**config.mk**
```make
export PLATFORM = sky130hd
export DESIGN_NAME = i2c_target
export DESIGN_NICKNAME = d
export VERILOG_FILES = /design/src/rtl/i2c_target.sv
export SDC_FILE = /design/constraint.sdc
export NUM_CORES = 1
export LEC_CHECK = 0
export CAP_MARGIN = 40
export CORE_UTILIZATION = 40
export CTS_CLUSTER_DIAMETER = 100
export DETAILED_ROUTE_END_ITERATION = 7
export GPL_TIMING_DRIVEN = 0
export SKIP_CTS_REPAIR_TIMING = 1
export SYNTH_ARGS = -nofsm -noshare
export SYNTH_HDL_FRONTEND = slang
export SYNTH_SLANG_ARGS = --single-unit
```
**constraint.sdc**
```tcl
create_clock -name clk -period 3.9 [get_ports clk]
set_clock_uncertainty 0.1 [all_clocks]
set_input_delay 0.39 -clock clk [delete_from_list [all_inputs] [get_ports clk]]
set_output_delay 0.39 -clock clk [all_outputs]
set_load 0.03 [all_outputs]
```
**src/rtl/i2c_target.sv**
```systemverilog
`timescale 1ns/1ps
`default_nettype none
// ============================================================================
//  Module   : i2c_target
//  Purpose  : I2C target (slave) responder with an 8-bit register pointer.
//             Oversamples raw SCL/SDA on clk, detects START/STOP, matches a
//             7-bit address and maps byte writes/reads onto a simple register
//             file port with an auto-incrementing pointer. No clock stretching.
//  Ports    : clk, rst        - system clock (>= 16x SCL), sync active-high reset
//             scl_in, sda_in  - raw asynchronous pad levels
//             sda_out         - open-drain control (1 = release, 0 = pull low)
//             reg_addr        - register pointer
//             reg_wdata       - write data
//             reg_we          - one-clk write strobe
//             reg_rdata       - read data for reg_addr (valid 1 clk later)
//             busy            - addressed transaction in progress
//  Revision : 1.0 - initial release
// ============================================================================
module i2c_target #(
  parameter logic [6:0] ADDR = 7'h50
) (
  input  logic       clk,
  input  logic       rst,
  input  logic       scl_in,
  input  logic       sda_in,
  output logic       sda_out,
  output logic [7:0] reg_addr,
  output logic [7:0] reg_wdata,
  output logic       reg_we,
  input  logic [7:0] reg_rdata,
  output logic       busy
);

  localparam logic [3:0] ST_IDLE      = 4'd0;
  localparam logic [3:0] ST_ADDR      = 4'd1;
  localparam logic [3:0] ST_ADDR_ACK  = 4'd2;
  localparam logic [3:0] ST_PTR       = 4'd3;
  localparam logic [3:0] ST_PTR_ACK   = 4'd4;
  localparam logic [3:0] ST_WDATA     = 4'd5;
  localparam logic [3:0] ST_WDATA_ACK = 4'd6;
  localparam logic [3:0] ST_RDATA     = 4'd7;
  localparam logic [3:0] ST_RDATA_ACK = 4'd8;
  localparam logic [3:0] ST_WAIT      = 4'd9;

  // Synchronizer chain: meta -> s (synchronized) -> d (one-clk delayed copy)
  logic scl_meta_q, scl_meta_d, scl_s_q, scl_s_d, scl_dly_q, scl_dly_d;
  logic sda_meta_q, sda_meta_d, sda_s_q, sda_s_d, sda_dly_q, sda_dly_d;

  logic [3:0] state_q, state_d;
  logic [2:0] cnt_q, cnt_d;
  logic [7:0] shift_q, shift_d;
  logic       rw_q, rw_d;
  logic       done_q, done_d;       // byte (or master ACK) complete, act on next SCL fall
  logic       sda_out_q, sda_out_d;
  logic [7:0] reg_addr_q, reg_addr_d;
  logic [7:0] reg_wdata_q, reg_wdata_d;
  logic       reg_we_q, reg_we_d;
  logic       busy_q, busy_d;

  logic       scl_rise, scl_fall, start_det, stop_det;
  logic [7:0] shift_in;

  // START/STOP require SCL stable high across both samples, so a sample in
  // which SCL and SDA both move is seen purely as an SCL edge.
  assign scl_rise  =  scl_s_q & ~scl_dly_q;
  assign scl_fall  = ~scl_s_q &  scl_dly_q;
  assign start_det =  scl_s_q &  scl_dly_q &  sda_dly_q & ~sda_s_q;
  assign stop_det  =  scl_s_q &  scl_dly_q & ~sda_dly_q &  sda_s_q;
  assign shift_in  = {shift_q[6:0], sda_s_q};

  always_comb begin
    scl_meta_d = scl_in;
    scl_s_d    = scl_meta_q;
    scl_dly_d  = scl_s_q;
    sda_meta_d = sda_in;
    sda_s_d    = sda_meta_q;
    sda_dly_d  = sda_s_q;
  end

  always_comb begin
    state_d     = state_q;
    cnt_d       = cnt_q;
    shift_d     = shift_q;
    rw_d        = rw_q;
    done_d      = done_q;
    sda_out_d   = sda_out_q;
    reg_addr_d  = reg_addr_q;
    reg_wdata_d = reg_wdata_q;
    reg_we_d    = 1'b0;
    busy_d      = busy_q;

    // Pointer advances the clk after the write strobe so the strobe carries
    // the address the byte was written to.
    if (reg_we_q) begin
      reg_addr_d = reg_addr_q + 8'd1;
    end

    if (start_det) begin
      state_d   = ST_ADDR;
      cnt_d     = 3'd0;
      done_d    = 1'b0;
      sda_out_d = 1'b1;
      busy_d    = 1'b0;
    end else if (stop_det) begin
      state_d   = ST_IDLE;
      done_d    = 1'b0;
      sda_out_d = 1'b1;
      busy_d    = 1'b0;
    end else begin
      case (state_q)
        ST_ADDR: begin
          if (scl_rise) begin
            shift_d = shift_in;
            cnt_d   = cnt_q + 3'd1;
            if (cnt_q == 3'd7) begin
              rw_d = sda_s_q;
              // shift_q[6:0] becomes shift[7:1] of the completed byte
              if (shift_q[6:0] == ADDR) begin
                busy_d = 1'b1;
                done_d = 1'b1;
              end else begin
                state_d = ST_WAIT;
              end
            end
          end else if (scl_fall && done_q) begin
            sda_out_d = 1'b0;
            done_d    = 1'b0;
            state_d   = ST_ADDR_ACK;
          end
        end

        ST_ADDR_ACK: begin
          if (scl_rise && rw_q) begin
            shift_d = reg_rdata;
          end else if (scl_fall) begin
            cnt_d = 3'd0;
            if (rw_q) begin
              sda_out_d = shift_q[7];
              shift_d   = {shift_q[6:0], 1'b0};
              state_d   = ST_RDATA;
            end else begin
              sda_out_d = 1'b1;
              state_d   = ST_PTR;
            end
          end
        end

        ST_PTR: begin
          if (scl_rise) begin
            shift_d = shift_in;
            cnt_d   = cnt_q + 3'd1;
            if (cnt_q == 3'd7) begin
              reg_addr_d = shift_in;
              done_d     = 1'b1;
            end
          end else if (scl_fall && done_q) begin
            sda_out_d = 1'b0;
            done_d    = 1'b0;
            state_d   = ST_PTR_ACK;
          end
        end

        ST_WDATA: begin
          if (scl_rise) begin
            shift_d = shift_in;
            cnt_d   = cnt_q + 3'd1;
            if (cnt_q == 3'd7) begin
              reg_wdata_d = shift_in;
              reg_we_d    = 1'b1;
              done_d      = 1'b1;
            end
          end else if (scl_fall && done_q) begin
            sda_out_d = 1'b0;
            done_d    = 1'b0;
            state_d   = ST_WDATA_ACK;
          end
        end

        ST_PTR_ACK, ST_WDATA_ACK: begin
          if (scl_fall) begin
            sda_out_d = 1'b1;
            cnt_d     = 3'd0;
            state_d   = ST_WDATA;
          end
        end

        ST_RDATA: begin
          if (scl_rise) begin
            cnt_d = cnt_q + 3'd1;
            if (cnt_q == 3'd7) begin
              reg_addr_d = reg_addr_q + 8'd1;
              done_d     = 1'b1;
            end
          end else if (scl_fall) begin
            if (done_q) begin
              sda_out_d = 1'b1;
              done_d    = 1'b0;
              state_d   = ST_RDATA_ACK;
            end else begin
              sda_out_d = shift_q[7];
              shift_d   = {shift_q[6:0], 1'b0};
            end
          end
        end

        ST_RDATA_ACK: begin
          if (scl_rise) begin
            if (!sda_s_q) begin
              shift_d = reg_rdata;
              done_d  = 1'b1;
            end else begin
              state_d = ST_WAIT;
            end
          end else if (scl_fall && done_q) begin
            sda_out_d = shift_q[7];
            shift_d   = {shift_q[6:0], 1'b0};
            done_d    = 1'b0;
            cnt_d     = 3'd0;
            state_d   = ST_RDATA;
          end
        end

        ST_IDLE, ST_WAIT: begin
          // Only START/STOP leave these states.
        end

        default: begin
          state_d   = ST_IDLE;
          sda_out_d = 1'b1;
        end
      endcase
    end
  end

  always_ff @(posedge clk) begin
    if (rst) begin
      scl_meta_q  <= 1'b1;
      scl_s_q     <= 1'b1;
      scl_dly_q   <= 1'b1;
      sda_meta_q  <= 1'b1;
      sda_s_q     <= 1'b1;
      sda_dly_q   <= 1'b1;
      state_q     <= ST_IDLE;
      cnt_q       <= 3'd0;
      shift_q     <= 8'd0;
      rw_q        <= 1'b0;
      done_q      <= 1'b0;
      sda_out_q   <= 1'b1;
      reg_addr_q  <= 8'd0;
      reg_wdata_q <= 8'd0;
      reg_we_q    <= 1'b0;
      busy_q      <= 1'b0;
    end else begin
      scl_meta_q  <= scl_meta_d;
      scl_s_q     <= scl_s_d;
      scl_dly_q   <= scl_dly_d;
      sda_meta_q  <= sda_meta_d;
      sda_s_q     <= sda_s_d;
      sda_dly_q   <= sda_dly_d;
      state_q     <= state_d;
      cnt_q       <= cnt_d;
      shift_q     <= shift_d;
      rw_q        <= rw_d;
      done_q      <= done_d;
      sda_out_q   <= sda_out_d;
      reg_addr_q  <= reg_addr_d;
      reg_wdata_q <= reg_wdata_d;
      reg_we_q    <= reg_we_d;
      busy_q      <= busy_d;
    end
  end

  assign sda_out   = sda_out_q;
  assign reg_addr  = reg_addr_q;
  assign reg_wdata = reg_wdata_q;
  assign reg_we    = reg_we_q;
  assign busy      = busy_q;

endmodule
`default_nettype wire

```
==> results.tsv <==
stage	metric	value	unit
power_and_ir_drop	power density over the cells	273	mW/mm^2
sta	maximum clock frequency	402	MHz
route	via total after detailed routing	2373	
route	Routed WL	6670	um
route	detailed-route DRC error count	0	
synth	EDFF count, synth	0	
worst_setup_path	worst setup path category	reg2reg	
cells_and_area	area added between synthesis and finish	18.4	%
global_routing	total congestion overflow after global routing	0	
sta	post-layout minimum cycle time	2480	ps
power_and_ir_drop	leakage	1.06	nW
clock_tree	Clock Path Buffers	2	
sta	count of final hold-check violations	0	
worst_setup_path	critical path launch point type	register	
cells_and_area	fraction of layout instances using a drive strength above 1	10.9	%
cells_and_area	total inserted antenna cells	0	
synth	share of flip-flops with an asynchronous set or reset	0	%
synth	flip-flop and latch count after synthesis	42	
sta	minimum setup slack in the final design	1420	ps
place	RePlAce Congestion	0.897	
worst_setup_path	Critical Path RT	4010	ps
clock_tree	clock latency on the worst-skew pair	310	ps
synth	portion of the post-synthesis area used by sequential elements	32.8	%
sta	Total Negative Setup Slacks	0	ps
sta	Setup Viol. Count Final	0	
run	max-capacitance violation count	0	
place	port bufs	29	
route	post-detailed-route count of antenna-violating nets	0	
cells_and_area	final std cells w/o fill	415	
place	placed instance area	0.00295	sq mm
clock_tree	H-Tree Depth	2	
power_and_ir_drop	VDD IR-drop max	148	uV
place	number of cells after detailed placement	407	
sta	final worst-path cycle share	63.7	%
clock_tree	Inserted Clock Buffers	5	
cells_and_area	final net count	357	
place	post-detail-place hpwl	4830	um
cells_and_area	number of fill cells	610	
floorplan	I/O Pins	31	
sta	Hold Slack	316	ps
worst_setup_path	endpoint arrival time on the critical path	2600	ps
power_and_ir_drop	final total power	829	uW
floorplan	die outline height	82.1	um
cells_and_area	post-layout instance area	0.00304	sq mm
global_routing	via count of the first global-routing pass	2005	
global_routing	antenna violations before repair	0	
route	First DRT Iteration DRCs	183	
synth	average footprint of a synthesized cell	8.47	sq um
clock_tree	CTS Root Cell	sky130_fd_sc_hd__clkbuf_8	
synth	Synth Instances	303	
global_routing	pin count of the biggest net entering global routing	15	
sta	number of max-slew violations in the final report	0	
cells_and_area	utilization of the core after routing	50.1	%
clock_tree	clock-pin slew of the registers on the worst-case setup and hold paths	90	ps
synth	post-synth design cell area	0.00257	sq mm
clock_tree	number of clock sinks	42	
status	outcome	complete, no violations	
worst_setup_path	sort of element at the end of the critical path	register	
route	drt via density	5.72	
floorplan	placeable core area	0.00606	sq mm
synth	count of distinct cell types in the synthesized netlist	58	
sta	RSZ-0062 raised after global routing	false	
route	mean routed wirelength per cell	16.1	um
sta	Max-Slew Margin vs Limit	40.2	%
synth	Post-Synthesis Net Count	321	
floorplan	initial standard-cell utilization of the core	42.3	%
synth	number of warnings issued by yosys	0	
place	Post-Place Worst Slack	1470	ps
clock_tree	TritonCTS clock tree	yes	
route	count of TritonRoute iterations in the first routing pass	4	
worst_hold_path	worst min path class	reg2reg	
worst_setup_path	critical path fanouts, max	10	
sta	slew at the pin closest to its max-slew limit	898	ps
global_routing	wire length of the first global-routing pass	10500	um
synth	most used flip-flop cell after synthesis	sky130_fd_sc_hd__dfxtp_1	
floorplan	Die Wd	82.1	um
global_routing	overall fraction of global-route tracks in use	20.9	%
floorplan	row count	28	
floorplan	die area	0.00674	sq mm
[registers in the layout, indices dropped and copies added (netlist names), 3 cells and up]
name and flops:
cnt_q 3, reg_wdata 8, state_q 4, shift_q 8, reg_addr 8
[worst paths after layout]
| kind | start | end | slack, ps | cells past startpoint |
|---|---|---|---|---|
| hold / removal | sda_meta_q | sda_dly_d | 320 | 1 |
| setup / recovery | scl_dly_d | shift_q[1] | 1420 | 7 |
| setup reg to reg | scl_dly_d | shift_q[1] | 1420 | 7 |
| hold reg to reg | sda_meta_q | sda_dly_d | 320 | 1 |
[cells in the mapped netlist, types with 3 or more instances]
| master | n | area share, % |
|---|---|---|
| sky130_fd_sc_hd__nand2_1 | 27 | 3.9 |
| sky130_fd_sc_hd__inv_1 | 7 | 1.0 |
| sky130_fd_sc_hd__a311oi_1 | 7 | 2.4 |
| sky130_fd_sc_hd__nor2_1 | 22 | 3.2 |
| sky130_fd_sc_hd__buf_2 | 7 | 1.4 |
| sky130_fd_sc_hd__or2_2 | 7 | 1.7 |
| sky130_fd_sc_hd__o21ai_0 | 14 | 2.7 |
| sky130_fd_sc_hd__xor2_1 | 4 | 1.4 |
| sky130_fd_sc_hd__mux2i_1 | 26 | 10 |
| sky130_fd_sc_hd__and3_1 | 4 | 0.97 |
| sky130_fd_sc_hd__clkbuf_1 | 10 | 1.5 |
| sky130_fd_sc_hd__a21oi_1 | 19 | 3.7 |
| sky130_fd_sc_hd__o22ai_1 | 3 | 0.73 |
| sky130_fd_sc_hd__buf_6 | 4 | 1.8 |
| sky130_fd_sc_hd__a31oi_1 | 7 | 1.7 |
| sky130_fd_sc_hd__and2_1 | 3 | 0.73 |
| sky130_fd_sc_hd__or3_1 | 5 | 1.2 |
| sky130_fd_sc_hd__a211oi_1 | 6 | 1.8 |
| sky130_fd_sc_hd__nor2b_1 | 3 | 0.73 |
| sky130_fd_sc_hd__nand3_1 | 9 | 1.8 |
| sky130_fd_sc_hd__ha_1 | 6 | 2.9 |
| sky130_fd_sc_hd__xnor2_1 | 3 | 1.0 |
| sky130_fd_sc_hd__nand3b_1 | 3 | 0.88 |
| sky130_fd_sc_hd__a211o_1 | 3 | 1.0 |
| sky130_fd_sc_hd__nor3_1 | 5 | 0.97 |
| sky130_fd_sc_hd__nand2b_1 | 7 | 1.7 |
| sky130_fd_sc_hd__dfxtp_1 | 42 | 33 |
[placed cells by master, fill, tap and decap left out, types with 3 or more instances in the layout]
cell	count
sky130_fd_sc_hd__o21ai_0	14
sky130_fd_sc_hd__clkbuf_1	10
sky130_fd_sc_hd__a21oi_1	19
sky130_fd_sc_hd__clkbuf_8	5
sky130_fd_sc_hd__and2_1	3
sky130_fd_sc_hd__dfxtp_1	42
sky130_fd_sc_hd__ha_1	6
sky130_fd_sc_hd__a211oi_1	6
sky130_fd_sc_hd__or2_2	7
sky130_fd_sc_hd__o22ai_1	3
sky130_fd_sc_hd__and3_1	4
sky130_fd_sc_hd__or3_1	5
sky130_fd_sc_hd__clkdlybuf4s50_1	29
sky130_fd_sc_hd__a211o_1	3
sky130_fd_sc_hd__nand3b_1	3
sky130_fd_sc_hd__buf_2	7
sky130_fd_sc_hd__xor2_1	4
sky130_fd_sc_hd__nand2b_1	7
sky130_fd_sc_hd__mux2i_1	26
sky130_fd_sc_hd__nor2b_1	3
sky130_fd_sc_hd__a31oi_1	7
sky130_fd_sc_hd__nand2_1	27
sky130_fd_sc_hd__inv_1	7
sky130_fd_sc_hd__nor3_1	5
sky130_fd_sc_hd__xnor2_1	3
sky130_fd_sc_hd__buf_6	4
sky130_fd_sc_hd__nand3_1	9
sky130_fd_sc_hd__a311oi_1	7
sky130_fd_sc_hd__nor2_1	22
[metal layers]
metal	vias up	track usage [%]	part of all wire [%]
met5	-	0	0
met4	0	9.30	2.4
met3	16	4.95	5.4
met2	83	29.3	42
met1	1092	30.1	51
li1	1182	-	-
[cell type report]
cell class,instances,area [sq um],area share (%)
Inverter,7,26.3,0.865
Clock buffer,5,68.8,2.27
Buffer,23,136,4.49
Sequential cell,42,841,27.7
Tap cell,75,93.8,3.09
Clock inverter,3,18.8,0.618
Timing Repair Buffer,29,290,9.56
Multi-Input combinational cell,231,1560,51.4
[power by group]
group	internal (mW)	total, mW	switching [mW]
sequential	0.436	0.444	0.00789
clock	0.126	0.300	0.174
combinational	0.0364	0.0854	0.0491
total	0.599	0.829	0.231
[logic make-up (layout without fill, tap and decap cells)]
family,Yosys count,after routing,synth area share (%)
AO/OA/AOI/OAI,83,83,22.7
XOR/XNOR,7,7,2.39
adder cells (fa/ha/maj),6,6,2.93
buffers and inverters,30,67,6.34
flip-flops,42,42,32.8
multiplexers,26,26,10.1
AND/OR/NAND/NOR,109,109,22.8
[worst max-delay path, stage by stage, from the launching register on]
cell and delay, ps:
sky130_fd_sc_hd__dfxtp_1 380, sky130_fd_sc_hd__ha_1 150, sky130_fd_sc_hd__buf_2 200, sky130_fd_sc_hd__clkbuf_1 400
sky130_fd_sc_hd__inv_1 180, sky130_fd_sc_hd__nor2_2 510, sky130_fd_sc_hd__mux2i_1 190, sky130_fd_sc_hd__a311oi_1 280
(Power assumes the default switching activity.)
